File: config.mk
export PLATFORM = sky130hd
export DESIGN_NAME = debug_frame_initiator
export DESIGN_NICKNAME = d
export VERILOG_FILES = /design/src/rtl/debug_frame_initiator.sv
export SDC_FILE = /design/constraint.sdc
export NUM_CORES = 1
export LEC_CHECK = 0
export CORE_UTILIZATION = 45
export DETAILED_ROUTE_END_ITERATION = 12
export PLACE_DENSITY = 0.78
export REMOVE_ABC_BUFFERS = 1
export SLEW_MARGIN = 20
export SYNTH_ARGS = -nofsm -noshare
export SYNTH_HDL_FRONTEND = slang
export SYNTH_SLANG_ARGS = --single-unit
File: constraint.sdc
create_clock -name clk -period 8 [get_ports clk]
set_input_delay 1.2 -clock clk [delete_from_list [all_inputs] [get_ports clk]]
set_output_delay 1.2 -clock clk [all_outputs]
set_load 0.01 [all_outputs]
File: src/rtl/debug_frame_initiator.sv
`default_nettype none
// ============================================================================
// Module      : debug_frame_initiator
// Description : Sends a framed debug command over a byte-wide UART interface
//               (5A A5 op addr data [CHK]), then hunts for the 5A A5 reply
//               header, collects the reply body and reports status/payload.
//               An inactivity timer aborts a reply that never arrives.
//               Build option: define DEBUG_FRAME_CHECKSUM_EN to append and
//               verify a two's-complement checksum byte on both frames.
// Revision    : 1.0 - initial release
// ============================================================================
module debug_frame_initiator #(
  parameter logic [15:0] TIMEOUT_CYCLES = 16'd65535
) (
  input  logic        clk,
  input  logic        reset,
  input  logic        cmd_valid,
  output logic        cmd_ready,
  input  logic [7:0]  cmd_op,
  input  logic [15:0] cmd_addr,
  input  logic [31:0] cmd_data,
  output logic        uart_tx_start,
  output logic [7:0]  uart_tx_data,
  input  logic        uart_tx_done,
  input  logic        uart_rx_valid,
  input  logic [7:0]  uart_rx_data,
  output logic        rsp_valid,
  output logic [1:0]  rsp_status,
  output logic [31:0] rsp_payload
);

`ifdef DEBUG_FRAME_CHECKSUM_EN
  localparam logic [3:0] TX_LAST = 4'd9;   // index of CHK in request frame
  localparam logic [2:0] RX_LAST = 3'd5;   // index of CHK in reply body
`else
  localparam logic [3:0] TX_LAST = 4'd8;
  localparam logic [2:0] RX_LAST = 3'd4;
`endif

  typedef enum logic [2:0] {
    IDLE     = 3'd0,
    TX_BYTE  = 3'd1,
    TX_WAIT  = 3'd2,
    RX_SYNC0 = 3'd3,
    RX_SYNC1 = 3'd4,
    RX_BODY  = 3'd5,
    DONE     = 3'd6
  } state_t;

  state_t      state_q, state_d;
  logic [7:0]  op_q, op_d;
  logic [15:0] addr_q, addr_d;
  logic [31:0] data_q, data_d;
  logic [3:0]  tx_idx_q, tx_idx_d;
  logic [7:0]  tx_data_q, tx_data_d;
  logic [2:0]  rx_idx_q, rx_idx_d;
  logic [7:0]  ack_q, ack_d;
  logic [31:0] pay_q, pay_d;
  logic [15:0] cnt_q, cnt_d;
  logic [1:0]  status_q, status_d;
  logic [31:0] rsp_pay_q, rsp_pay_d;

  logic [3:0]  tx_sel;
  logic [7:0]  tx_next;
  logic [15:0] cnt_inc;
  logic        chk_bad;

  assign tx_sel  = tx_idx_q + 4'd1;
  assign cnt_inc = cnt_q + 16'd1;

`ifdef DEBUG_FRAME_CHECKSUM_EN
  logic [7:0] tx_chk;
  logic [7:0] rx_sum;
  // Request CHK makes the op/addr/data byte sum wrap to zero.
  assign tx_chk  = 8'd0 - (op_q + addr_q[15:8] + addr_q[7:0] + data_q[31:24] +
                           data_q[23:16] + data_q[15:8] + data_q[7:0]);
  // uart_rx_data is the reply CHK when this is consulted (last body byte).
  assign rx_sum  = ack_q + pay_q[31:24] + pay_q[23:16] + pay_q[15:8] +
                   pay_q[7:0] + uart_rx_data;
  assign chk_bad = (rx_sum != 8'd0);
`else
  assign chk_bad = 1'b0;
`endif

  // Byte that follows the one currently on uart_tx_data.
  always_comb begin
    tx_next = 8'h00;
    case (tx_sel)
      4'd1: tx_next = 8'hA5;
      4'd2: tx_next = op_q;
      4'd3: tx_next = addr_q[15:8];
      4'd4: tx_next = addr_q[7:0];
      4'd5: tx_next = data_q[31:24];
      4'd6: tx_next = data_q[23:16];
      4'd7: tx_next = data_q[15:8];
      4'd8: tx_next = data_q[7:0];
`ifdef DEBUG_FRAME_CHECKSUM_EN
      4'd9: tx_next = tx_chk;
`endif
      default: tx_next = 8'h00;
    endcase
  end

  // Next-state and output decode for the transaction FSM.
  always_comb begin
    state_d       = state_q;
    op_d          = op_q;
    addr_d        = addr_q;
    data_d        = data_q;
    tx_idx_d      = tx_idx_q;
    tx_data_d     = tx_data_q;
    rx_idx_d      = rx_idx_q;
    ack_d         = ack_q;
    pay_d         = pay_q;
    cnt_d         = cnt_q;
    status_d      = status_q;
    rsp_pay_d     = rsp_pay_q;
    cmd_ready     = 1'b0;
    uart_tx_start = 1'b0;
    rsp_valid     = 1'b0;
    case (state_q)
      IDLE: begin
        // Held low while reset is asserted even though the state is IDLE.
        cmd_ready = ~reset;
        if (cmd_valid) begin
          op_d      = cmd_op;
          addr_d    = cmd_addr;
          data_d    = cmd_data;
          tx_idx_d  = 4'd0;
          tx_data_d = 8'h5A;
          state_d   = TX_BYTE;
        end
      end
      TX_BYTE: begin
        uart_tx_start = 1'b1;
        state_d       = TX_WAIT;
      end
      TX_WAIT: begin
        if (uart_tx_done) begin
          if (tx_idx_q == TX_LAST) begin
            cnt_d   = 16'd0;
            state_d = RX_SYNC0;
          end else begin
            tx_idx_d  = tx_sel;
            tx_data_d = tx_next;
            state_d   = TX_BYTE;
          end
        end
      end
      RX_SYNC0, RX_SYNC1, RX_BODY: begin
        if (uart_rx_valid) begin
          // A received byte always restarts the inactivity window.
          cnt_d = 16'd0;
          case (state_q)
            RX_SYNC0: begin
              if (uart_rx_data == 8'h5A) state_d = RX_SYNC1;
            end
            RX_SYNC1: begin
              if (uart_rx_data == 8'hA5) begin
                rx_idx_d = 3'd0;
                state_d  = RX_BODY;
              end else if (uart_rx_data != 8'h5A) begin
                state_d = RX_SYNC0;
              end
            end
            default: begin
              rx_idx_d = rx_idx_q + 3'd1;
              case (rx_idx_q)
                3'd0:    ack_d         = uart_rx_data;
                3'd1:    pay_d[31:24]  = uart_rx_data;
                3'd2:    pay_d[23:16]  = uart_rx_data;
                3'd3:    pay_d[15:8]   = uart_rx_data;
                3'd4:    pay_d[7:0]    = uart_rx_data;
                default: pay_d         = pay_q;
              endcase
              if (rx_idx_q == RX_LAST) begin
                rsp_pay_d = pay_d;
                if (chk_bad)             status_d = 2'b01;
                else if (ack_q != op_q)  status_d = 2'b10;
                else                     status_d = 2'b00;
                state_d = DONE;
              end
            end
          endcase
        end else if (cnt_inc == TIMEOUT_CYCLES) begin
          cnt_d     = cnt_inc;
          status_d  = 2'b11;
          rsp_pay_d = 32'd0;
          state_d   = DONE;
        end else begin
          cnt_d = cnt_inc;
        end
      end
      DONE: begin
        rsp_valid = 1'b1;
        state_d   = IDLE;
      end
      default: state_d = IDLE;
    endcase
  end

  // State and datapath registers; reset abandons any transaction in flight.
  always_ff @(posedge clk or posedge reset) begin
    if (reset) begin
      state_q   <= IDLE;
      op_q      <= 8'd0;
      addr_q    <= 16'd0;
      data_q    <= 32'd0;
      tx_idx_q  <= 4'd0;
      tx_data_q <= 8'd0;
      rx_idx_q  <= 3'd0;
      ack_q     <= 8'd0;
      pay_q     <= 32'd0;
      cnt_q     <= 16'd0;
      status_q  <= 2'b00;
      rsp_pay_q <= 32'd0;
    end else begin
      state_q   <= state_d;
      op_q      <= op_d;
      addr_q    <= addr_d;
      data_q    <= data_d;
      tx_idx_q  <= tx_idx_d;
      tx_data_q <= tx_data_d;
      rx_idx_q  <= rx_idx_d;
      ack_q     <= ack_d;
      pay_q     <= pay_d;
      cnt_q     <= cnt_d;
      status_q  <= status_d;
      rsp_pay_q <= rsp_pay_d;
    end
  end

  assign uart_tx_data = tx_data_q;
  assign rsp_status   = status_q;
  assign rsp_payload  = rsp_pay_q;

endmodule
`default_nettype wire

==> results.yml <==
run_status:
  status: "finished, final reports clean"
cts:
  htree_levels: 4
  cts_setup_buffers: 0
  ctsHoldBuffers: 0
  cts.sink_count: 156
  clock_latency_ns: 0.43
  numCtsBuffers: 17
  cts_resized: 0
  cts.reportedPaths.clkPinSlew_ns: 0.07
  cts_tree: "built"
  cts-root-buf: "clkbuf_16"
  max-clock-path-buffers: 2
sta:
  finalMaxSlewViolations: 0
  clock_skew_ns: 0.009878
  worst_slack_ns: 4.351
  tightest_slew_ns: 1.084
  hold_viol: 0
  rsz0062_at_grt: "no"
  min_period_over_period: 0.4562
  finalCriticalPeriod_ns: 3.649
  setup_violations: 0
  fin_setup_tns_ns: 0
  fmax_ghz: 0.2740
  slew_headroom: 0.2753
pwr:
  seqPwrFrac: 0.439
  p_sw_frac: 0.3217
  p_sw_w: 0.0008999
  pwr-share-comb: 0.275
  power_w: 0.002797
  intPower_w: 0.001897
  leakagePower_nw: 3.958
  vdd_drop_max_mv: 0.2041
  clkPwrFrac: 0.286
  p_per_area_nw_per_um2: 299.0
floorplanning:
  placementRows: 46
  io_pins: 114
  die_height_um: 130.7
  start_util: 0.4657
  die_area_um2: 17080
  placeableCoreArea_um2: 16000
  die_w_um: 130.7
global_route:
  grt_overflow: 0
  busiest_layer: "met2"
  antenna_found_initial: 0
  met1_usage: 0.2840
  grt_pass1_wl_um: 28670
  grt_pass1_vias: 5633
  grt_use_met3: 0.05252
  grtUsageTotal: 0.2188
  use_met2: 0.3526
  grt_max_degree: 89
worst_setup_path:
  end_kind: "output port"
  critPathMaxFanout: 2
  cp_common_cell: "clkdlybuf4s50_1"
  crit_path_start_kind: "input pin"
  arrival_ns: 2.45
  criticalPathCategory: "input pin to output port"
  required_ns: 6.80
  critPathSlowestCell: "clkdlybuf4s50_1"
  cp_cell_sequence: "clkdlybuf4s50_1 -> nor4_1 -> clkdlybuf4s50_1"
  slowest_delay_ns: 0.58
synthesis:
  synth_top_area_share: 0.5238
  yosys.cell_count.top_type: "dfrtp_1"
  ys_seq_elements: 156
  avgSynthCellArea_um2: 11.29
  synthTopCellsByArea: "dfrtp_1 (52%), mux2_2 (13%), nand2_1 (4.3%)"
  synthCells: 660
  synth_seq_area_share: 0.5238
  yosysUniqueCellTypes: 64
  yosys_warnings: 0
  yosys.area.top_type: "dfrtp_1"
  synthArstFlopShare: 1.000
  synth-edff-count: 0
  mappedNetlistArea_um2: 7452
  synth_common_cells: "dfrtp_1 (156), mux2_2 (89), nand2_1 (86)"
  ys.flop_type: "dfrtp_1"
drt:
  drt-vias-per-instance: 5.612
  detail_route.drc_violations: 0
  firstDrtPassIters: 5
  drtIter0Drc: 501
  wirelength_um: 17440
  postRouteAntennaNets: 0
  drt-wirelength-per-cell_um: 17.60
  vias: 5561
finish:
  finish.utilization: 0.5848
  diodes: 0
  area_growth_pct: 25.55
  fin_area_um2: 9356
  n_fill_cell: 1280
  final_nets: 844
  drive_above_1_share: 0.1961
placed_design:
  io_buffers: 113
  dp_slack_ns: 4.177
  dpl_cell_area_um2: 8761
  gp_congestion: 0.8397
  dp_hpwl_um: 11980
min_path:
  hp-class: "flip-flop to flip-flop"
flow_run:
  drv_cap: 0
-- cells by family after synthesis --
| family | share of synthesized area |
|---|---|
| xor+xnor | 0.01645 |
| simple gates | 0.1115 |
| buf+inv | 0.03156 |
| fa+ha+maj | 0.02183 |
| compound gates | 0.1362 |
| mux | 0.1587 |
| flops | 0.5238 |
-- layout by cell type (no fill, tap or decap), types with 5 or more instances in the layout --
| master | netlist | routed |
|---|---|---|
| and3_1 | 9 | 9 |
| o31ai_1 | 6 | 6 |
| nand3_1 | 14 | 14 |
| mux2_2 | 89 | 89 |
| a22oi_1 | 11 | 11 |
| a22o_1 | 6 | 6 |
| buf_4 | 0 | 7 |
| ha_1 | 13 | 13 |
| o21ai_0 | 50 | 50 |
| o21ai_2 | 10 | 10 |
| a31oi_1 | 6 | 6 |
| nor2_1 | 22 | 22 |
| xnor2_1 | 6 | 5 |
| clkdlybuf4s50_1 | 0 | 113 |
| mux2i_1 | 18 | 18 |
| nor4_1 | 5 | 5 |
| inv_1 | 17 | 16 |
| clkinv_4 | 0 | 6 |
| nand2_1 | 86 | 86 |
| xor2_1 | 8 | 8 |
| dfrtp_1 | 156 | 156 |
| a21oi_1 | 16 | 16 |
| o22ai_1 | 10 | 10 |
| clkbuf_16 | 0 | 17 |
-- worst max-delay path: cells and delay by family --
kind          cells  cell delay [ns]
simple gates      1             0.18
buf+inv           2             1.06
-- layer usage --
| layer | wire [um] | share of wire |
|---|---|---|
| met2 | 8562 | 0.49 |
| met5 | 0 | 0 |
| met1 | 7503 | 0.43 |
| met4 | 392 | 0.022 |
| met3 | 978 | 0.056 |
-- sequential cells by signal (all words and copies together), names as in the netlist --
register      count
uart_tx_data      8
rsp_payload      32
pay_q            24
state_q           3
addr_q           16
data_q           32
ack_q             8
tx_idx_q          4
rsp_status        2
op_q              8
cnt_q            16
rx_idx_q          3
-- power groups by stage --
stage | sequential, W | clock (W) | combinational, W
floorplan | 0.00118 | 0 | 0.000549
global placement | 0.00122 | 0 | 0.000723
detailed placement | 0.00124 | 0 | 0.000763
CTS | 0.00123 | 0.000810 | 0.000771
global route | 0.00126 | 0.000849 | 0.000838
finish | 0.00123 | 0.000801 | 0.000768
-- worst paths after layout --
path / startpoint / end / slack [ns] / cells past startpoint
setup / recovery: reset / cmd_ready / 4.35 / 3
hold / removal: pay_q[17] / rsp_payload[17] / 0.48 / 2
setup reg to reg: cnt_q[1] / rsp_payload[20] / 5.02 / 8
hold reg to reg: pay_q[17] / rsp_payload[17] / 0.48 / 2
max in group asynchronous: reset / cnt_q[4] / 5.57 / 3
min in group asynchronous: reset / addr_q[3] / 1.26 / 2
-- per-stage QoR --
stage / hold slack [ns] / std cells
floorplan: 0.4460 / 622
global placement: 0.4615 / 959
detailed placement: 0.4693 / 959
CTS: 0.4796 / 991
global route: 0.5002 / 991
finish: 0.4828 / 991
-- cell type report --
type	count	area [um2]	share of cell area
flip-flops and latches	156	3904	0.4172
clock inverters	14	152.6	0.01631
inverters	17	68.82	0.007355
repair buffers	121	1195	0.1277
well taps	216	270.3	0.02888
clock buffers	18	439.2	0.04694
multi-input cells	449	3327	0.3556
(Power assumes the default switching activity.)
